File: config.mk
export PLATFORM = sky130hd
export DESIGN_NAME = elbeth_hazard_ctrl_flat
export DESIGN_NICKNAME = d
export VERILOG_FILES = /design/src/rtl/elbeth_pkg.sv /design/src/rtl/elbeth_hazard_ctrl_if.sv /design/src/rtl/elbeth_fwd_sel.sv /design/src/rtl/elbeth_hazard_ctrl.sv /design/src/flat_wrapper.sv
export SDC_FILE = /design/constraint.sdc
export NUM_CORES = 1
export LEC_CHECK = 0
export CAP_MARGIN = 30
export CORE_MARGIN = 10
export CORE_UTILIZATION = 50
export CTS_BUF_LIST = sky130_fd_sc_hd__clkbuf_16
export DETAILED_ROUTE_END_ITERATION = 10
export PLACE_DENSITY = 0.77
export RECOVER_POWER = 50
export SYNTH_ARGS = -nofsm -noshare
export SYNTH_HDL_FRONTEND = slang
export SYNTH_HIERARCHICAL = 1
export SYNTH_SLANG_ARGS = --single-unit
File: constraint.sdc
create_clock -name clk -period 3.9 [get_ports clk]
set_clock_uncertainty 0.05 [all_clocks]
set_input_delay 0.585 -clock clk [delete_from_list [all_inputs] [get_ports clk]]
set_output_delay 0.585 -clock clk [all_outputs]
set_load 0.02 [all_outputs]
File: src/rtl/elbeth_pkg.sv
// Shared definitions for the ELBETH hazard/forwarding controller:
// forwarding mux select codes, the zero register and the FSM state encoding.
package elbeth_pkg;

    localparam logic [1:0] FWD_REGFILE = 2'b00;
    localparam logic [1:0] FWD_EXMEM   = 2'b01;
    localparam logic [1:0] FWD_MEMWB   = 2'b10;

    localparam logic [4:0] REG_ZERO = 5'd0;

    localparam int CNT_W = 4;

    typedef enum logic {
        RUN  = 1'b0,
        BUSY = 1'b1
    } state_t;

endpackage

File: src/rtl/elbeth_hazard_ctrl_if.sv
// ID-stage instruction info in, forwarding selects and pipeline hold/bubble
// controls out, plus FSM debug visibility.
interface elbeth_hazard_ctrl_if #(
    parameter int REG_ADDR_W = 5
);
    import elbeth_pkg::*;

    // id_valid qualifies every id_* field in the same cycle; there is no ready
    // signal: the controller answers combinationally through the stall_* and
    // bubble_ex outputs, and an ID instruction is consumed on a clock edge
    // only when stall_id_ex, bubble_ex and flush_id are all low.
    logic                  id_valid;
    logic [REG_ADDR_W-1:0] id_rs;
    logic [REG_ADDR_W-1:0] id_rt;
    logic                  id_uses_rs;
    logic                  id_uses_rt;
    logic [REG_ADDR_W-1:0] id_rd;
    logic                  id_reg_write;
    logic                  id_mem_read;
    logic                  id_muldiv;
    logic                  flush_id;

    logic [1:0]            fwd_a_sel;
    logic [1:0]            fwd_b_sel;
    logic                  stall_pc;
    logic                  stall_if_id;
    logic                  stall_id_ex;
    logic                  bubble_ex;
    logic                  busy;

    state_t                dbg_state;
    logic [CNT_W-1:0]      dbg_cnt;

    modport master (
        output id_valid, id_rs, id_rt, id_uses_rs, id_uses_rt, id_rd,
               id_reg_write, id_mem_read, id_muldiv, flush_id,
        input  fwd_a_sel, fwd_b_sel, stall_pc, stall_if_id, stall_id_ex,
               bubble_ex, busy, dbg_state, dbg_cnt
    );

    modport slave (
        input  id_valid, id_rs, id_rt, id_uses_rs, id_uses_rt, id_rd,
               id_reg_write, id_mem_read, id_muldiv, flush_id,
        output fwd_a_sel, fwd_b_sel, stall_pc, stall_if_id, stall_id_ex,
               bubble_ex, busy, dbg_state, dbg_cnt
    );

endinterface

File: src/rtl/elbeth_fwd_sel.sv
// Forwarding select for one EX operand: EX/MEM result wins over MEM/WB,
// and register zero is never forwarded.
module elbeth_fwd_sel
    import elbeth_pkg::*;
#(
    parameter int REG_ADDR_W = 5
) (
    input  logic [REG_ADDR_W-1:0] ex_src,
    input  logic                  ex_uses,
    input  logic [REG_ADDR_W-1:0] mem_rd,
    input  logic                  mem_reg_write,
    input  logic [REG_ADDR_W-1:0] wb_rd,
    input  logic                  wb_reg_write,
    output logic [1:0]            sel
);

    always_comb begin
        sel = FWD_REGFILE;
        if (ex_uses && (ex_src != '0)) begin
            if (mem_reg_write && (mem_rd == ex_src)) begin
                sel = FWD_EXMEM;
            end else if (wb_reg_write && (wb_rd == ex_src)) begin
                sel = FWD_MEMWB;
            end
        end
    end

endmodule

File: src/rtl/elbeth_hazard_ctrl.sv
// Hazard and forwarding controller for the ELBETH 5-stage pipeline: shadows
// EX/MEM/WB destination info, drives forwarding selects and stall/bubble controls.
module elbeth_hazard_ctrl
    import elbeth_pkg::*;
#(
    parameter int MULDIV_CYCLES = 4,  // 2..16 cycles a mul/div occupies EX
    parameter int REG_ADDR_W    = 5
) (
    input  logic clk,
    input  logic rst,
    elbeth_hazard_ctrl_if.slave hz
);

    localparam logic [CNT_W-1:0] CNT_INIT = CNT_W'(MULDIV_CYCLES - 1);

    typedef struct packed {
        logic [REG_ADDR_W-1:0] rs;
        logic [REG_ADDR_W-1:0] rt;
        logic                  uses_rs;
        logic                  uses_rt;
        logic [REG_ADDR_W-1:0] rd;
        logic                  reg_write;
        logic                  mem_read;
    } ex_shadow_t;

    // Downstream stages only ever feed the comparators with rd/reg_write.
    typedef struct packed {
        logic [REG_ADDR_W-1:0] rd;
        logic                  reg_write;
    } wr_shadow_t;

    state_t           state_q, state_d;
    logic [CNT_W-1:0] cnt_q, cnt_d;
    ex_shadow_t       ex_q, ex_d;
    wr_shadow_t       mem_q, mem_d;
    wr_shadow_t       wb_q, wb_d;
    ex_shadow_t       id_sh;
    logic             load_use;
    logic             accept;

    assign id_sh = '{
        rs:        hz.id_rs,
        rt:        hz.id_rt,
        uses_rs:   hz.id_uses_rs,
        uses_rt:   hz.id_uses_rt,
        rd:        hz.id_rd,
        reg_write: hz.id_reg_write,
        mem_read:  hz.id_mem_read
    };

    always_ff @(posedge clk or posedge rst) begin
        if (rst) begin
            state_q <= RUN;
            cnt_q   <= '0;
            ex_q    <= '0;
            mem_q   <= '0;
            wb_q    <= '0;
        end else begin
            state_q <= state_d;
            cnt_q   <= cnt_d;
            ex_q    <= ex_d;
            mem_q   <= mem_d;
            wb_q    <= wb_d;
        end
    end

    always_comb begin
        load_use = (state_q == RUN) && ex_q.mem_read && (ex_q.rd != '0) &&
                   hz.id_valid &&
                   ((hz.id_uses_rs && (hz.id_rs == ex_q.rd)) ||
                    (hz.id_uses_rt && (hz.id_rt == ex_q.rd)));
    end

    always_comb begin
        state_d        = state_q;
        cnt_d          = cnt_q;
        ex_d           = ex_q;
        mem_d          = '{rd: ex_q.rd, reg_write: ex_q.reg_write};
        wb_d           = mem_q;
        accept         = 1'b0;
        hz.stall_pc    = 1'b0;
        hz.stall_if_id = 1'b0;
        hz.stall_id_ex = 1'b0;
        hz.bubble_ex   = 1'b0;
        hz.busy        = 1'b0;

        case (state_q)
            RUN: begin
                // A taken branch kills the ID instruction, so a load-use
                // stall on it would be pointless.
                if (hz.flush_id) begin
                    hz.bubble_ex = 1'b1;
                end else if (load_use) begin
                    hz.stall_pc    = 1'b1;
                    hz.stall_if_id = 1'b1;
                    hz.bubble_ex   = 1'b1;
                end
                accept = hz.id_valid && !hz.flush_id && !load_use;
                ex_d   = accept ? id_sh : '0;
                if (accept && hz.id_muldiv) begin
                    state_d = BUSY;
                    cnt_d   = CNT_INIT;
                end
            end
            BUSY: begin
                hz.stall_pc    = 1'b1;
                hz.stall_if_id = 1'b1;
                hz.stall_id_ex = 1'b1;
                hz.busy        = 1'b1;
                ex_d           = ex_q;
                mem_d          = '0;
                cnt_d          = cnt_q - 1'b1;
                if (cnt_q == CNT_W'(1)) begin
                    state_d = RUN;
                end
            end
            default: begin
                state_d = RUN;
                cnt_d   = '0;
            end
        endcase
    end

    elbeth_fwd_sel #(.REG_ADDR_W(REG_ADDR_W)) u_fwd_a (
        .ex_src        (ex_q.rs),
        .ex_uses       (ex_q.uses_rs),
        .mem_rd        (mem_q.rd),
        .mem_reg_write (mem_q.reg_write),
        .wb_rd         (wb_q.rd),
        .wb_reg_write  (wb_q.reg_write),
        .sel           (hz.fwd_a_sel)
    );

    elbeth_fwd_sel #(.REG_ADDR_W(REG_ADDR_W)) u_fwd_b (
        .ex_src        (ex_q.rt),
        .ex_uses       (ex_q.uses_rt),
        .mem_rd        (mem_q.rd),
        .mem_reg_write (mem_q.reg_write),
        .wb_rd         (wb_q.rd),
        .wb_reg_write  (wb_q.reg_write),
        .sel           (hz.fwd_b_sel)
    );

    assign hz.dbg_state = state_q;
    assign hz.dbg_cnt   = cnt_q;

endmodule

File: src/flat_wrapper.sv
// flat-port wrapper written by rule: the top's interface ports become plain ports
module elbeth_hazard_ctrl_flat import elbeth_pkg::*;
#(
    parameter int MULDIV_CYCLES = 4,                                       
    parameter int REG_ADDR_W    = 5
)
  (clk, rst, hz_id_valid, hz_id_rs, hz_id_rt, hz_id_uses_rs, hz_id_uses_rt, hz_id_rd, hz_id_reg_write, hz_id_mem_read, hz_id_muldiv, hz_flush_id, hz_fwd_a_sel, hz_fwd_b_sel, hz_stall_pc, hz_stall_if_id, hz_stall_id_ex, hz_bubble_ex, hz_busy, hz_dbg_state, hz_dbg_cnt);
  elbeth_hazard_ctrl_if #(.REG_ADDR_W(REG_ADDR_W)) hz_i ();
  input  logic clk;
  input  logic rst;
  input wire logic [$bits(hz_i.id_valid)-1:0] hz_id_valid;
  input wire logic [$bits(hz_i.id_rs)-1:0] hz_id_rs;
  input wire logic [$bits(hz_i.id_rt)-1:0] hz_id_rt;
  input wire logic [$bits(hz_i.id_uses_rs)-1:0] hz_id_uses_rs;
  input wire logic [$bits(hz_i.id_uses_rt)-1:0] hz_id_uses_rt;
  input wire logic [$bits(hz_i.id_rd)-1:0] hz_id_rd;
  input wire logic [$bits(hz_i.id_reg_write)-1:0] hz_id_reg_write;
  input wire logic [$bits(hz_i.id_mem_read)-1:0] hz_id_mem_read;
  input wire logic [$bits(hz_i.id_muldiv)-1:0] hz_id_muldiv;
  input wire logic [$bits(hz_i.flush_id)-1:0] hz_flush_id;
  output wire logic [$bits(hz_i.fwd_a_sel)-1:0] hz_fwd_a_sel;
  output wire logic [$bits(hz_i.fwd_b_sel)-1:0] hz_fwd_b_sel;
  output wire logic [$bits(hz_i.stall_pc)-1:0] hz_stall_pc;
  output wire logic [$bits(hz_i.stall_if_id)-1:0] hz_stall_if_id;
  output wire logic [$bits(hz_i.stall_id_ex)-1:0] hz_stall_id_ex;
  output wire logic [$bits(hz_i.bubble_ex)-1:0] hz_bubble_ex;
  output wire logic [$bits(hz_i.busy)-1:0] hz_busy;
  output wire logic [$bits(hz_i.dbg_state)-1:0] hz_dbg_state;
  output wire logic [$bits(hz_i.dbg_cnt)-1:0] hz_dbg_cnt;
  assign hz_i.id_valid = hz_id_valid;
  assign hz_i.id_rs = hz_id_rs;
  assign hz_i.id_rt = hz_id_rt;
  assign hz_i.id_uses_rs = hz_id_uses_rs;
  assign hz_i.id_uses_rt = hz_id_uses_rt;
  assign hz_i.id_rd = hz_id_rd;
  assign hz_i.id_reg_write = hz_id_reg_write;
  assign hz_i.id_mem_read = hz_id_mem_read;
  assign hz_i.id_muldiv = hz_id_muldiv;
  assign hz_i.flush_id = hz_flush_id;
  assign hz_fwd_a_sel = hz_i.fwd_a_sel;
  assign hz_fwd_b_sel = hz_i.fwd_b_sel;
  assign hz_stall_pc = hz_i.stall_pc;
  assign hz_stall_if_id = hz_i.stall_if_id;
  assign hz_stall_id_ex = hz_i.stall_id_ex;
  assign hz_bubble_ex = hz_i.bubble_ex;
  assign hz_busy = hz_i.busy;
  assign hz_dbg_state = hz_i.dbg_state;
  assign hz_dbg_cnt = hz_i.dbg_cnt;
  elbeth_hazard_ctrl #(.MULDIV_CYCLES(MULDIV_CYCLES), .REG_ADDR_W(REG_ADDR_W)) u_core (.clk(clk), .rst(rst), .hz(hz_i));
endmodule
==> summary.md, run 1 <==
| Metric | Value |
|---|---|
| Outcome | finished with violations |
| Failing checks | capacitance limit, slew limit |
| Cells after synthesis | 196 |
| Detailed Routing Iterations Pass 1 | 4 |
| Die H | 83.89 um |
| Hold buffers post-CTS | 0 |
| Slack of the critical path | approximately 0.56 ns |
| Worst-Margin Slew | a little under 2 ns |
| Clk_lat worst skew | between 0.2 and 0.3 ns |
| Rows | 23 |
| Reg2Reg Depth | 6 |
| RSZ-0062 raised after global routing | no |
| Synthesis-to-finish area growth | 25.75% |
| Post-CTS setup buffer count | 0 |
| Pin count of the biggest net entering global routing | between 40 and 50 |
| Pwr dens | between 700 and 800 nW/um^2 |
| Final Cell Area | between 2000 and 3000 um^2 |
| Seq/Total Area, Yosys | 44.14% |
| Cell depth of the worst hold path | 0 |
| Port bufs | 37 |
| Final setup fails | 0 |
| Via count | roughly 1600 |
| Worst endpoint data arrival time | between 2 and 3 ns |
| I/O pin cnt | 38 |
| ANT nets after route | 0 |
| CP max stage delay | about 0.67 ns |
| Initial antenna violation count | 0 |
| Final worst-path cycle share | 85.67% |
| Final setup TNS | 0 ns |
| Syn avg cell area | between 10 and 15 um^2 |
| Place WS | about 0.6 ns |
| TritonCTS clock tree | built |
| Synth Net Count | approximately 220 |
| CTS clock-pin slew for the worst setup and hold paths | roughly 0.050 ns |
| Worst hold path type | reg -> reg |
| Hold Fails Final Rpt | 0 |
| Maximum clock frequency | 299.3 MHz |
| Routed WL per cell | between 15 and 20 um |
| DRT iter0 DRCs | 104 |
| Netlist cell types | 35 |
| Max Root-Sink Buffers | 2 |
| Nets | between 200 and 300 |
| First-pass GRT wire length | 8.383 mm |
| Tot GR Track Use | between 10% and 20% |
| HPWL after DPL | 3.535 mm |
| Leakage | 0.001062 uW |
| Total gr overflow | 0 |
| Clock sink count | 36 |
| Placed Instances | 274 |
| Placed inst area | approximately 2400 um^2 |
| Worst VDD drop | 0.4735 mV |
| CP Max Fanout | 3 |
| RePlAce Congestion | slightly below 0.8 |
| Root buffer cell | clkbuf_16 |
| Post_cts resized | 0 |
| Worst path cell trace | clkdlybuf4s50_1, xnor2_1, nand4_1, o22a_1, o31ai_1, clkdlybuf4s50_1 |
| Synthesis Warnings | 6 |
| Final Power | ~2000 uW |
| Slew Limit Fails | 37 |
| FILL cells | about 340 |
| Drt total wl | approximately 5 mm |
| Crit path top cell by count | clkdlybuf4s50_1 |
| H-Tree Depth | 2 |
| CP Capture Type | primary output |
| Register bit total from synthesis | 36 |
| Max capacitance violation total | 2 |
| DRC violations left | 0 |
| CP Class | in -> out |
| CORE AREA | approximately 4000 um^2 |
| Slowest-stage cell, CP | clkdlybuf4s50_1 |
| Layout cells sized above 1 | a little over an eighth |
| N_diodes | 0 |
| CTS buffer count | 5 |
| Starting Density | about half |
| Number of global-route vias before repair | 1692 |
| DR vias/cell | ~5.7 |
| Fin cells | about 280 |
| Final worst path period need | between 3 and 4 ns |
| Crit start category | primary input |
| Relative slew slack | -29.72% |
| Critical Path RT | approximately 3.3 ns |
| Die area | 7037 um^2 |
| Cell Area, Synth | between 2000 and 2500 um^2 |
| Die width | roughly 84 um |
worst max-delay path, delay by kind of cell:
family,cells,cell delay [ns]
xor gates and xnor gates,1,0.15
buffers and inverters,2,1.20
AOI/OAI and AO/OA,2,0.58
and+or+nand+nor,1,0.19
cell usage after synthesis (all sizes together):
cell	number	share of area [%]
a211o	1	0.43
a211oi	2	0.74
a21oi	5	1.6
a32oi	19	8.2
and2	1	0.31
buf	11	3.6
clkbuf	3	0.55
dfrtp	36	44
ha	2	1.2
inv	4	0.74
nand2	22	4.0
nand3	4	0.98
nand4	2	0.61
nor2	6	1.3
nor2b	6	1.8
nor3b	4	2.0
nor4	5	1.5
o2111ai	1	1.3
o21ai	21	7.0
o221a	1	0.55
o22a	1	0.43
o22ai	1	0.31
o2bb2ai	1	0.43
o31ai	1	0.37
or4	3	1.7
xnor2	15	6.4
xor2	18	7.7
stage by stage:
step                      utilization [%]  hold WS, ns
after global placement              61.37       0.3445
final                               64.62       0.3522
after detailed placement            61.37       0.3373
after global routing                64.62       0.3650
after CTS                           64.81       0.3504
after floorplan                         -       0.3231
layout by cell type, fill, tap and decap left out, drive strengths merged, types with 2 or more instances in the layout:
master and n:
clkdlybuf4s50 36, dfrtp 36, nand2 22, o21ai 21, a32oi 19, xor2 18
xnor2 15, clkbuf 7, inv 6, nor2b 6, nor2 6, nor4 5
a21oi 5, nand3 4, nor3b 4, or4 3, buf 3, nand4 2
a211oi 2, ha 2
power breakdown:
| group | switching, uW | total [uW] | internal [uW] | leakage, uW |
|---|---|---|---|---|
| Combinational | 438 | 862 | 423 | 0.000518 |
| Clock | 141 | 370 | 229 | 0.0000738 |
| Sequential | 217 | 749 | 532 | 0.000471 |
| Total | 796 | 1980 | 1180 | 0.00106 |
kinds of logic after synthesis:
logic type | count (synthesis) | share of synthesized area [%]
compound gates | 54 | 21.28
fa+ha+maj | 2 | 1.226
simple gates | 53 | 14.29
xor+xnor | 33 | 14.16
buf+inv | 18 | 4.904
flops | 36 | 44.14
sequential cells by signal, summed over array words and instances, names as in the netlist:
register,cells
u_core/hz.dbg_cnt,4
u_core/ex_q,19
u_core/mem_q,6
u_core/wb_q,6
u_core/hz.dbg_state,1
layout make-up:
type	instances	area (um^2)	area share [%]
repair buffers	42	400.4	15.60
clock inverters	3	11.26	0.4388
well taps	50	62.56	2.438
clock buffers	5	125.1	4.876
multi-input cells	142	1051	40.96
flip-flops and latches	36	900.9	35.10
inverters	4	15.01	0.5851
final timing paths:
check	from	to	slack, ns
max in group asynchronous	rst	u_core/ex_q[4]	1.29
min in group asynchronous	rst	u_core/ex_q[7]	1.40
min reg2reg	u_core/mem_q[0]	u_core/wb_q[0]	0.35
min	u_core/mem_q[0]	u_core/wb_q[0]	0.35
max reg2reg	u_core/hz.dbg_state	u_core/hz.dbg_state	1.22
max	hz_id_rt[4]	hz_stall_pc	0.56
metal layers:
| metal | GRT usage (%) | wire length, um | up-vias |
|---|---|---|---|
| met5 | 0 | 0 | - |
| met4 | 6.697 | 128 | 0 |
| met3 | 4.883 | 255 | 9 |
| met2 | 22.44 | 2339 | 45 |
| met1 | 17.50 | 2180 | 786 |
| li1 | - | - | 780 |
(Power assumes the default switching activity.)
==> run 2: changes to the inputs <==
CORE_ASPECT_RATIO = 1.75   (was unset)
==> summary.md, run 2 (synthesis results as in run 1) <==
| Metric | Value |
|---|---|
| Outcome | finished with violations |
| Failing checks | capacitance limit, slew limit |
| CORE AREA | 3904 um^2 (-1.7%) |
| Starting Density | 52.28% (+0.89 points) |
| Setup crit start | hz_id_rt[1] |
| Post-CTS setup buffer count | 0 (unchanged) |
| Final worst-path cycle share | 84.22% (-1.5 points) |
| Largest register by flop count | u_core/ex_q |
| Number of global-route vias before repair | 1746 (+3.2%) |
| Synthesis-to-finish area growth | 27.16% |
| Hold buffers post-CTS | 0 (unchanged) |
| Largest registers | u_core/ex_q (19), u_core/mem_q (6), u_core/wb_q (6) |
| Pin count of the biggest net entering global routing | 42 (unchanged) |
| Port bufs | 37 (unchanged) |
| Final Cell Area | 2595 um^2 (+1.1%) |
| Max Root-Sink Buffers | 2 (unchanged) |
| Rows | 30 (+30%) |
| FF-to-FF Start | u_core/hz.dbg_state |
| DRT iter0 DRCs | 55 (-47%) |
| Internal | 1254 uW (+5.9%) |
| Placed inst area | 2435 um^2 (-0.10%) |
| N_diodes | 0 (unchanged) |
| DRC violations left | 0 (unchanged) |
| RSZ-0062 raised after global routing | no |
| Die area | 7138 um^2 (+1.4%) |
| Final setup fails | 0 (unchanged) |
| CP Capture Type | primary output |
| Final worst path period need | 3.285 ns (-0.05660 ns) |
| Max capacitance violation total | 1 (-1) |
| Switching power of the nets | 813.4 uW (+2.2%) |
| CP Class | in -> out |
| Via count | 1646 (+1.6%) |
| Leakage | 0.001068 uW (+0.56%) |
| Root buffer cell | clkbuf_16 |
| Worst endpoint data arrival time | 2.65 ns (-0.06 ns) |
| Post_cts resized | 0 (unchanged) |
| Die H | 104.5 um (+25%) |
| Clk_lat worst skew | 0.28 ns (about the same) |
| Final setup TNS | 0 ns (unchanged) |
| Register share of total power | 36.4% (-1.4 points) |
| Nets | 257 (unchanged) |
| Worst-Margin Slew | 1.950 ns (+0.004204 ns) |
| ANT nets after route | 0 (unchanged) |
| Layout cells sized above 1 | 14.66% (+1.3 points) |
| Clock power frac | 22.0% (+3.3 points) |
| Most frequent cells in the layout | clkdlybuf4s50_1, dfrtp_1, nand2_1, a32oi_1, xor2_1 |
| HPWL after DPL | 3.621 mm (+2.4%) |
| I/O pin cnt | 38 (unchanged) |
| Detailed Routing Iterations Pass 1 | 5 (+1) |
| Origin of the worst min-delay path | u_core/mem_q[0] |
| Routed WL per cell | 17.89 um (+2.9%) |
| CP Max Fanout | 3 (unchanged) |
| Total gr overflow | 0 (unchanged) |
| Die width | 68.30 um (-19%) |
| Tot GR Track Use | 15.11% (+0.66 points) |
| Crit start category | primary input |
| DR vias/cell | 5.879 (+2.3%) |
| TritonCTS clock tree | built |
| CTS buffer count | 5 (unchanged) |
| Worst hold path type | reg -> reg |
| Initial antenna violation count | 0 (unchanged) |
| First-pass GRT wire length | 8.549 mm (+2.0%) |
| RePlAce Congestion | 0.7780 (+0.91%) |
| Post-layout util | 66.47% (+1.9 points) |
| CTS clock-pin slew for the worst setup and hold paths | 0.06 ns (about the same) |
| Slew Limit Fails | 37 (unchanged) |
| WHS | 0.3699 ns (+0.01768 ns) |
| Power share of the combinational group | 41.6% (-1.9 points) |
| Critical Path RT | 3.26 ns (about the same) |
| Relative slew slack | -30.00% (-0.28 points) |
| Worst VDD drop | 0.6733 mV (+42%) |
| H-Tree Depth | 2 (unchanged) |
| Pwr dens | 796.8 nW/um^2 (+3.2%) |
| Drt total wl | 5.010 mm (+2.1%) |
| Hold Fails Final Rpt | 0 (unchanged) |
| Switch share | 39.34% (-0.86 points) |
| Maximum clock frequency | 304.4 MHz (+1.7%) |
| Final Power | 2068 uW (+4.4%) |
| Clock sink count | 36 (unchanged) |
| Max reg flops | 19 (unchanged) |
run 2: stage by stage:
stage                     setup WS, ns  std cells
after CTS                       0.5818        280
final                           0.6153        280
after detailed placement        0.6049        272
after floorplan                  1.291        196
after global placement          0.6074        272
after global routing            0.4725        280
run 2: power groups by stage:
stage	combinational [uW]	clock, uW	sequential, uW
final	860	456	752
after global routing	953	479	778
after global placement	852	0	753
after detailed placement	865	0	758
after floorplan	631	0	725
after CTS	871	461	754
run 2: layout make-up:
type / count / area, um^2
fill: 320 / 1309
clock buffer: 5 / 125.1
clock inverter: 3 / 42.54
sequential: 36 / 900.9
tap: 48 / 60.06
timing repair buffer: 42 / 400.4
multi-input combinational: 142 / 1051
inverter: 4 / 15.01
run 2: worst paths after layout:
path,slack [ns],cells after the start,to
setup / recovery,0.62,6,hz_stall_if_id
hold / removal,0.37,0,u_core/wb_q[0]
setup reg to reg,1.22,6,u_core/hz.dbg_state
hold reg to reg,0.37,0,u_core/wb_q[0]
max in group asynchronous,1.28,3,u_core/ex_q[4]
min in group asynchronous,1.40,3,u_core/wb_q[0]
run 2: worst max-delay path, stage by stage:
cell	delay, ns
clkdlybuf4s50_1	0.54
xnor2_1	0.13
nand4_1	0.16
o22a_1	0.27
o31ai_1	0.30
clkdlybuf4s50_1	0.67
run 2: layer usage:
| metal | wire length [um] | track usage, % | vias up |
|---|---|---|---|
| li1 | - | - | 779 |
| met1 | 1992 | 18.10 | 807 |
| met2 | 2666 | 24.53 | 53 |
| met3 | 234 | 3.560 | 7 |
| met4 | 116 | 6.214 | 0 |
| met5 | 0 | 0 | - |
